[src/rtl/fetch_unit.sv]
// fetch_unit: instruction-fetch stage. Owns the PC, fetches from a
// variable-latency instruction memory over a req/ready handshake and
// feeds the IF/ID register. A one-entry skid buffer catches a fetch that
// completes while decode is stalled.
// Optional feature: define FETCH_ALIGN_CHECK_EN to trap misaligned
// redirect targets (sticky misalign_o, fetch halts until reset).
// Without it the low target bits are dropped and misalign_o is 0.
module fetch_unit #(
    parameter int unsigned       ADDR_W   = 32,
    parameter int unsigned       INSTR_W  = 32,
    parameter logic [ADDR_W-1:0] RESET_PC = '0,
    parameter int unsigned       PC_STEP  = 4
) (
    input  logic               clk_i,
    input  logic               rst_i,
    input  logic               stall_i,
    input  logic               redirect_i,
    input  logic [ADDR_W-1:0]  redirect_pc_i,
    output logic               imem_req_o,
    output logic [ADDR_W-1:0]  imem_addr_o,
    input  logic               imem_ready_i,
    input  logic [INSTR_W-1:0] imem_data_i,
    output logic               ifid_valid_o,
    output logic [INSTR_W-1:0] ifid_instr_o,
    output logic [ADDR_W-1:0]  ifid_pc_o,
    output logic [ADDR_W-1:0]  ifid_pc_next_o,
    output logic               misalign_o
);

    // PC_STEP is a power of two, so STEP-1 masks the sub-step address bits.
    localparam logic [ADDR_W-1:0] STEP       = ADDR_W'(PC_STEP);
    localparam logic [ADDR_W-1:0] ALIGN_MASK = STEP - ADDR_W'(1);

    typedef enum logic [1:0] {
        S_FETCH = 2'd0,  // request outstanding at pc
        S_HOLD  = 2'd1,  // skid full, waiting for stall release
        S_HALT  = 2'd2   // trapped, only reset leaves
    } state_t;

    state_t state_q, state_d;

    logic [ADDR_W-1:0]  pc_q, pc_d;
    logic [ADDR_W-1:0]  pc_inc;
    logic [INSTR_W-1:0] skid_instr_q, skid_instr_d;
    logic [ADDR_W-1:0]  skid_pc_q, skid_pc_d;
    logic               ifid_valid_q, ifid_valid_d;
    logic [INSTR_W-1:0] ifid_instr_q, ifid_instr_d;
    logic [ADDR_W-1:0]  ifid_pc_q, ifid_pc_d;
    logic [ADDR_W-1:0]  ifid_pc_next_q, ifid_pc_next_d;
`ifdef FETCH_ALIGN_CHECK_EN
    logic               misalign_q, misalign_d;
`endif

    // Wraps modulo 2^ADDR_W by construction.
    assign pc_inc = pc_q + STEP;

    // Next-state and datapath: redirect beats response/stall handling.
    always_comb begin
        state_d        = state_q;
        pc_d           = pc_q;
        skid_instr_d   = skid_instr_q;
        skid_pc_d      = skid_pc_q;
        ifid_valid_d   = ifid_valid_q;
        ifid_instr_d   = ifid_instr_q;
        ifid_pc_d      = ifid_pc_q;
        ifid_pc_next_d = ifid_pc_next_q;
`ifdef FETCH_ALIGN_CHECK_EN
        misalign_d     = misalign_q;
`endif

        if (redirect_i && (state_q != S_HALT)) begin
            // Flush regardless of stall; any response this cycle is dropped.
            ifid_valid_d = 1'b0;
            skid_instr_d = '0;
            skid_pc_d    = '0;
`ifdef FETCH_ALIGN_CHECK_EN
            if ((redirect_pc_i & ALIGN_MASK) != '0) begin
                misalign_d = 1'b1;
                state_d    = S_HALT;
            end else begin
                pc_d    = redirect_pc_i;
                state_d = S_FETCH;
            end
`else
            pc_d    = redirect_pc_i & ~ALIGN_MASK;
            state_d = S_FETCH;
`endif
        end else begin
            case (state_q)
                S_FETCH: begin
                    if (imem_ready_i) begin
                        pc_d = pc_inc;
                        if (stall_i) begin
                            // Decode can't take it: park it in the skid.
                            skid_instr_d = imem_data_i;
                            skid_pc_d    = pc_q;
                            state_d      = S_HOLD;
                        end else begin
                            ifid_valid_d   = 1'b1;
                            ifid_instr_d   = imem_data_i;
                            ifid_pc_d      = pc_q;
                            ifid_pc_next_d = pc_inc;
                        end
                    end else if (!stall_i) begin
                        // Memory still busy: insert a bubble.
                        ifid_valid_d = 1'b0;
                    end
                end
                S_HOLD: begin
                    if (!stall_i) begin
                        ifid_valid_d   = 1'b1;
                        ifid_instr_d   = skid_instr_q;
                        ifid_pc_d      = skid_pc_q;
                        ifid_pc_next_d = skid_pc_q + STEP;
                        state_d        = S_FETCH;
                    end
                end
                S_HALT: begin
                    ifid_valid_d = 1'b0;
                end
                default: begin
                    state_d = S_HALT;
                end
            endcase
        end
    end

    // State register.
    always_ff @(posedge clk_i) begin
        if (rst_i) state_q <= S_FETCH;
        else       state_q <= state_d;
    end

    // PC, skid and IF/ID registers.
    always_ff @(posedge clk_i) begin
        if (rst_i) begin
            pc_q           <= RESET_PC;
            skid_instr_q   <= '0;
            skid_pc_q      <= '0;
            ifid_valid_q   <= 1'b0;
            ifid_instr_q   <= '0;
            ifid_pc_q      <= '0;
            ifid_pc_next_q <= '0;
        end else begin
            pc_q           <= pc_d;
            skid_instr_q   <= skid_instr_d;
            skid_pc_q      <= skid_pc_d;
            ifid_valid_q   <= ifid_valid_d;
            ifid_instr_q   <= ifid_instr_d;
            ifid_pc_q      <= ifid_pc_d;
            ifid_pc_next_q <= ifid_pc_next_d;
        end
    end

`ifdef FETCH_ALIGN_CHECK_EN
    // Sticky misalign flag, cleared only by reset.
    always_ff @(posedge clk_i) begin
        if (rst_i) misalign_q <= 1'b0;
        else       misalign_q <= misalign_d;
    end
    assign misalign_o = misalign_q;
`else
    assign misalign_o = 1'b0;
`endif

    // Request is quiet during reset so memory never sees a stale PC.
    assign imem_req_o     = (state_q == S_FETCH) & ~rst_i;
    assign imem_addr_o    = pc_q;
    assign ifid_valid_o   = ifid_valid_q;
    assign ifid_instr_o   = ifid_instr_q;
    assign ifid_pc_o      = ifid_pc_q;
    assign ifid_pc_next_o = ifid_pc_next_q;

endmodule
[config.mk]
export PLATFORM = sky130hd
export DESIGN_NAME = fetch_unit
export DESIGN_NICKNAME = d
export VERILOG_FILES = /design/src/rtl/fetch_unit.sv
export SDC_FILE = /design/constraint.sdc
export NUM_CORES = 1
export LEC_CHECK = 0
export BUFFER_PORTS_ARGS = -buffer_cell sky130_fd_sc_hd__buf_2
export CORE_MARGIN = 8
export CORE_UTILIZATION = 40
export DETAILED_ROUTE_END_ITERATION = 16
export GPL_TIMING_DRIVEN = 0
export HOLD_SLACK_MARGIN = 0.05
export PLACE_DENSITY = 0.61
export SYNTH_ARGS = -nofsm -noshare
export SYNTH_HDL_FRONTEND = slang
export SYNTH_SLANG_ARGS = --single-unit
export TNS_END_PERCENT = 1
[constraint.sdc]
create_clock -name clk_i -period 2 [get_ports clk_i]
set_input_delay 0.1 -clock clk_i [delete_from_list [all_inputs] [get_ports clk_i]]
set_output_delay 0.1 -clock clk_i [all_outputs]
set_load 0.005 [all_outputs]
# == Word level (Yosys, flattened, before mapping) ==
# Index checks and enable logic that the tools add are counted.
# word_totals
latchBits,0
mem_bits_ro,0
elab_cells,59
register_bits,195
mem_count,0
ramBits,0
out_inout_bits,131
# op_classes
shifts,0
n_mux,23
n_reduce_logical,13
n_div,0
eq_ne,8
mul,0
n_lt_le_gt_ge,0
bitwise,4
add_sub_neg,2
# op_table
operator,n
32-bit two-way mux,12
32-bit case mux with 2 select lines,3
32-bit by 3-bit adder with 32-bit output (second input constant),2
2-bit != test (second input constant),5
2-bit two-way mux,3
2-bit case mux with 3 select lines,1
2-bit AND reduction,3
2-bit nonzero test,3
5-bit AND reduction,1
4-bit AND reduction,1
1-bit two-way mux,3
3-bit != test (second input constant),1
1-bit inverter,3
1-bit case mux with 3 select lines,1
3-bit AND reduction,1
3-bit nonzero test,1
2-bit by 1-bit equality test with 1-bit output (second input constant),1
2-bit equality test (second input constant),1
2-bit zero test,1
2-bit OR reduction,1
1-bit bitwise AND,1
1-bit logical AND,1

# == Depth between registers and ports, before layout ==
# logic_depth
word_depth,4
depth_mapped,10

# == Worst setup path after synthesis ==
# No wires, ideal clock.
# synth_path
path_kind,reg2reg
startpoint,register state_q[0]
endpoint,"register ifid_pc_next_q[20], in the netlist ifid_pc_next_o[20]"
setup_slack_ns,-0.061
stages_incl_launch_ff,10
synth_period_minus_slack_ns,2.061
arrival_ns,2.001
n_path_buf,2
path_cell_list,dfxtp_1 -> inv_1 -> ha_1 -> buf_2 -> nand2_1 -> clkbuf_1 -> a2111oi_2 -> nand2_1 -> a21oi_1 -> a221o_1
# synth_via
elab_chain_len,4
# synth_lines
item,line_no,text
start: declaration,40,"state_t state_q, state_d;"
start signal: assignment,131,else state_q <= state_d;
"parallel branches: the longest is 4 deep, another holds 5-bit AND reduction",-,
end signal: assignment,151,ifid_pc_next_q <= ifid_pc_next_d;
end: declaration,49,"logic [ADDR_W-1:0] ifid_pc_next_q, ifid_pc_next_d;"
# Several ways; the timed one is not identified.
# A chain may end at the register's enable or synchronous reset.

# == Final worst setup path ==
# layout_path
startpoint,"register pc_q[2], in the netlist imem_addr_o[2]"
endpoint,"register pc_q[18], in the netlist imem_addr_o[18]"
# layout_via
elab_chain_len,4
# layout_lines
item,line_no,text
start: declaration,42,"logic [ADDR_W-1:0] pc_q, pc_d;"
start signal: assignment,145,pc_q <= pc_d;
32-bit by 3-bit adder with 32-bit output,55,assign pc_inc = pc_q + STEP;
32-bit two-way mux,91,if (imem_ready_i) begin
32-bit two-way mux,89,case (state_q)
32-bit two-way mux,71,if (redirect_i && (state_q != S_HALT)) begin
# No other way between the ends. The select of a mux whose other input is x is not followed.

==> results by group <==
STA
  • Setup WS post-layout: -0.0166 ns
  • Final setup vio count: 2
  • Top achievable clock speed: 0.496 GHz
  • Setup TNS: -0.0240 ns
  • Final hold vios: 0
  • Min Tclk post-route: 2.02 ns
  • Worst-margin pin slew: 0.787 ns
  • Period utilization: 1.01
  • Final Max Slew Viols: 0
  • Skew final: 0.0124 ns
  • RSZ-0062 raised after global routing: yes
  • Slew HR: 0.476

Setup path
  • CP cell instances: ha_4, nand3_2, or2_4, or4_4, xor2_1, a211oi_2
  • Worst Path Required: 2.37 ns
  • Crit path kind: flop to flop
  • Reg-to-reg startpoint: imem_addr_o[2]$_SDFFE_PP0P_
  • R2R cell count: 6
  • Slowest CP cell: or4_4
  • Critical-path maximum fanout: 7
  • Crit path capture type: flop
  • Max stage delay on crit path: about 0.52 ns
  • Crit path arrival time: 2.38 ns
  • R2R Path End: imem_addr_o[18]$_SDFFE_PP0P_
  • Reg-to-reg setup timing slack: -0.02 ns
  • Worst Path Buf+Inv: 0
  • Startpoint Class: flop
  • Kind of cell adding the most delay to the critical path: simple AND/OR/NAND/NOR gates

GRT
  • Vias in the first global route: 9,180
  • Met3 Use GR: 0.0585
  • GRT overflow: 0
  • Most crowded layer after global routing: met2
  • Met1 usage: 0.298
  • Largest net degree at the start of global routing: 18
  • GR Layer Usage met2: 0.376
  • First-pass GRT wire length: 52.1 mm
  • Initial antenna violation count: 4
  • Global-route total usage across every layer: 0.234

Pwr
  • Leak: 4.86 nW
  • Clock network fraction of design power: 0.374
  • Sequential share of power: 0.455
  • Switch share: 0.300
  • Max VDD drop: 0.475 mV
  • NetSw: 2.68 mW
  • Combinational share of power: 0.171
  • PD cells: 710 nW/um^2
  • Cell-internal power: between 6 and 7 mW

Placement
  • Pre-CTS worst setup slack: -1.09 ns
  • DP Wirelength: about 24 mm
  • Port bufs: 188
  • RePlAce Congestion: slightly above 0.9

Clocking
  • CTS HTree Levels: 4
  • Clock Latency Late Sink: 0.45 ns
  • Worst-path clk slew: 0.08 ns
  • Max clock buf depth: 2
  • CTS root buf: clkbuf_16
  • Num Clock Sinks: around 190
  • Cts bufs inserted: 17
  • CTS tree: built

Synth
  • Synth top area share: 0.406
  • Syn Inst Count: about 1,100
  • Netlist cell types: 60
  • Post-synth top cells: dfxtp_1, nand2_1, nor2_1
  • FFs w/ async S/R, synth: 0
  • Synthesis-stage register bit count: 187
  • Main synth FF type: dfxtp_1
  • Syn avg cell area: 8.16 um^2
  • Post-synth EDFFs: 0
  • Synth warn: 0
  • Post-Syn Area: 9210 um^2
  • Area contributors post-synth: dfxtp_1, mux2i_1, nand2_1
  • Sequential share of the synthesized area: 0.406
  • Cell accounting for the most synthesized area: dfxtp_1
  • Most frequent cell after synthesis: dfxtp_1

Routing
  • Routed length per instance: 19.7 um
  • Vias per std cell: 5.54
  • Routed vias: 9,554
  • Detailed Route WL: 34.0 mm
  • DRT Pass-1 Iters: 5
  • Drt initial violations: approximately 770
  • Routed Antenna Nets: 0
  • DRC Markers: 0

Floorplan
  • Io pins: 200
  • Initial core utilization: 0.407
  • Die footprint: 28,100 um^2
  • Row count: 55
  • Die width: 168 um
  • DIE HEIGHT: 168 um
  • CORE AREA: 22,600 um^2

Hold path
  • Worst Hold Endpoint: imem_addr_o[30]$_SDFFE_PP0P_
  • Worst Hold Depth: 3
  • Hold Crit Class: input pin to flop
  • Min-delay src: redirect_pc_i[30]

Flow run
  • Number of max-cap violations: 0

Layout
  • Fin nets: 1,499
  • Layout cells sized above 1: 0.291
  • Final Util: 0.555
  • Synth-to-layout area growth: 36.5%

Run status
  • Failing checks: negative setup slack
  • Outcome: finished with violations
## power by group through the flow
| stage | clock network [mW] | registers, mW | logic [mW] |
|---|---|---|---|
| finish | 3.34 | 4.06 | 1.53 |
| global route | 3.50 | 4.08 | 1.66 |
| floorplan | 0 | 4.11 | 0.773 |
| CTS | 3.36 | 4.06 | 1.48 |
| detailed placement | 0 | 4.12 | 1.31 |
| global placement | 0 | 4.12 | 1.30 |
## worst max-delay path by stage
| stage | slack, ns | cells past startpoint | end | start |
|---|---|---|---|---|
| 6_report | -0.02 | 6 | imem_addr_o[18]$_SDFFE_PP0P_ | imem_addr_o[2]$_SDFFE_PP0P_ |
| 4_1_cts | -0.05 | 7 | ifid_pc_next_o[20]$_SDFFE_PP0P_ | skid_pc_q[3]$_SDFFE_PP0P_ |
| 2_1_floorplan | -0.06 | 9 | ifid_pc_next_o[20]$_SDFFE_PP0P_ | state_q[0]$_SDFFE_PP0P_ |
| 3_5_place_dp | -1.09 | 10 | ifid_pc_next_o[23]$_SDFFE_PP0P_ | state_q[0]$_SDFFE_PP0P_ |
| 5_1_grt | -0.05 | 7 | ifid_pc_next_o[29]$_SDFFE_PP0P_ | skid_pc_q[11]$_SDFFE_PP0P_ |
| 3_3_place_gp | -1.09 | 10 | ifid_pc_next_o[23]$_SDFFE_PP0P_ | state_q[0]$_SDFFE_PP0P_ |
## stage by stage
| stage | cell area (um^2) | hold WS, ns | power, mW | instances |
|---|---|---|---|---|
| 2_1_floorplan | 9240 | 0.236 | 4.88 | 1135 |
| 3_3_place_gp | 10500 | 0.352 | 5.42 | 1608 |
| 3_5_place_dp | 10500 | 0.357 | 5.44 | 1608 |
| 4_1_cts | 12200 | 0.0705 | 8.90 | 1706 |
| 5_1_grt | 12600 | 0.123 | 9.25 | 1723 |
| 6_report | 12600 | 0.0679 | 8.92 | 1723 |
## registers in the layout, indices dropped and copies added, names as in the netlist
name            flops
state_q             2
imem_addr_o        30
skid_instr_q       32
ifid_valid_o        1
ifid_instr_o       32
skid_pc_q          30
ifid_pc_next_o     30
ifid_pc_o          30
## cells by family (layout without fill, tap and decap cells)
logic type	count (synthesis)	after routing	share of synthesized area
multiplexers	68	68	0.0739
buffers and inverters	127	429	0.0594
other	1	8	0.000407
AND/OR/NAND/NOR	454	454	0.231
adder cells (fa/ha/maj)	6	6	0.00815
flip-flops	187	187	0.406
XOR/XNOR	58	58	0.0551
AO/OA/AOI/OAI	228	228	0.166
## placed cells by master (no fill, tap or decap), types with 7 or more instances in the layout
cell type / n
dfxtp_1: 168
clkbuf_1: 19
clkbuf_4: 11
a21oi_1: 74
o211ai_1: 11
buf_2: 201
dlygate4sd3_1: 61
nand2b_1: 8
and4_1: 7
clkbuf_16: 17
or3_1: 8
xnor2_1: 44
nand2_1: 179
o21ai_0: 13
nand3_1: 31
inv_1: 9
clkbuf_2: 28
nor2_1: 110
a211oi_1: 83
nor4_1: 8
nor3_4: 8
dfxtp_2: 14
nand4_1: 22
nor3_1: 16
buf_6: 16
mux2i_1: 68
buf_4: 42
conb_1: 7
xor2_1: 14
## worst reg2reg max path: stages (launching register included)
cell      delay (ns)
dfxtp_4         0.40
ha_4            0.17
nand3_2         0.15
or2_4           0.31
or4_4           0.52
xor2_1          0.16
a211oi_2        0.22
## what timing repair did
action / 4_1_cts / 5_1_grt
pin swaps: 9 / 18
hold endpoints to repair: 92 / 0
hold buffers: 61 / 0
cloned: 1 / 0
setup buffers: 12 / 19
gates resized for setup: 136 / 90
setup endpoints to repair: 181 / 182
## per-layer routing
layer / vias up / wire (um)
met3: 91 / 2810
li1: 4551 / -
met5: - / 34
met2: 406 / 15600
met4: 6 / 1110
met1: 4500 / 14500
## final cells by class
type | instances | area [um^2]
diodes | 1 | 2.50
repair buffers | 281 | 1830
inverters | 12 | 48.8
flip-flops and latches | 187 | 3780
well taps | 285 | 357
plain buffers | 104 | 674
fillers | 2098 | 10100
clock inverters | 13 | 105
clock buffers | 19 | 453
multi-input cells | 821 | 5330
Note: power is estimated with default switching activity, not from simulation.
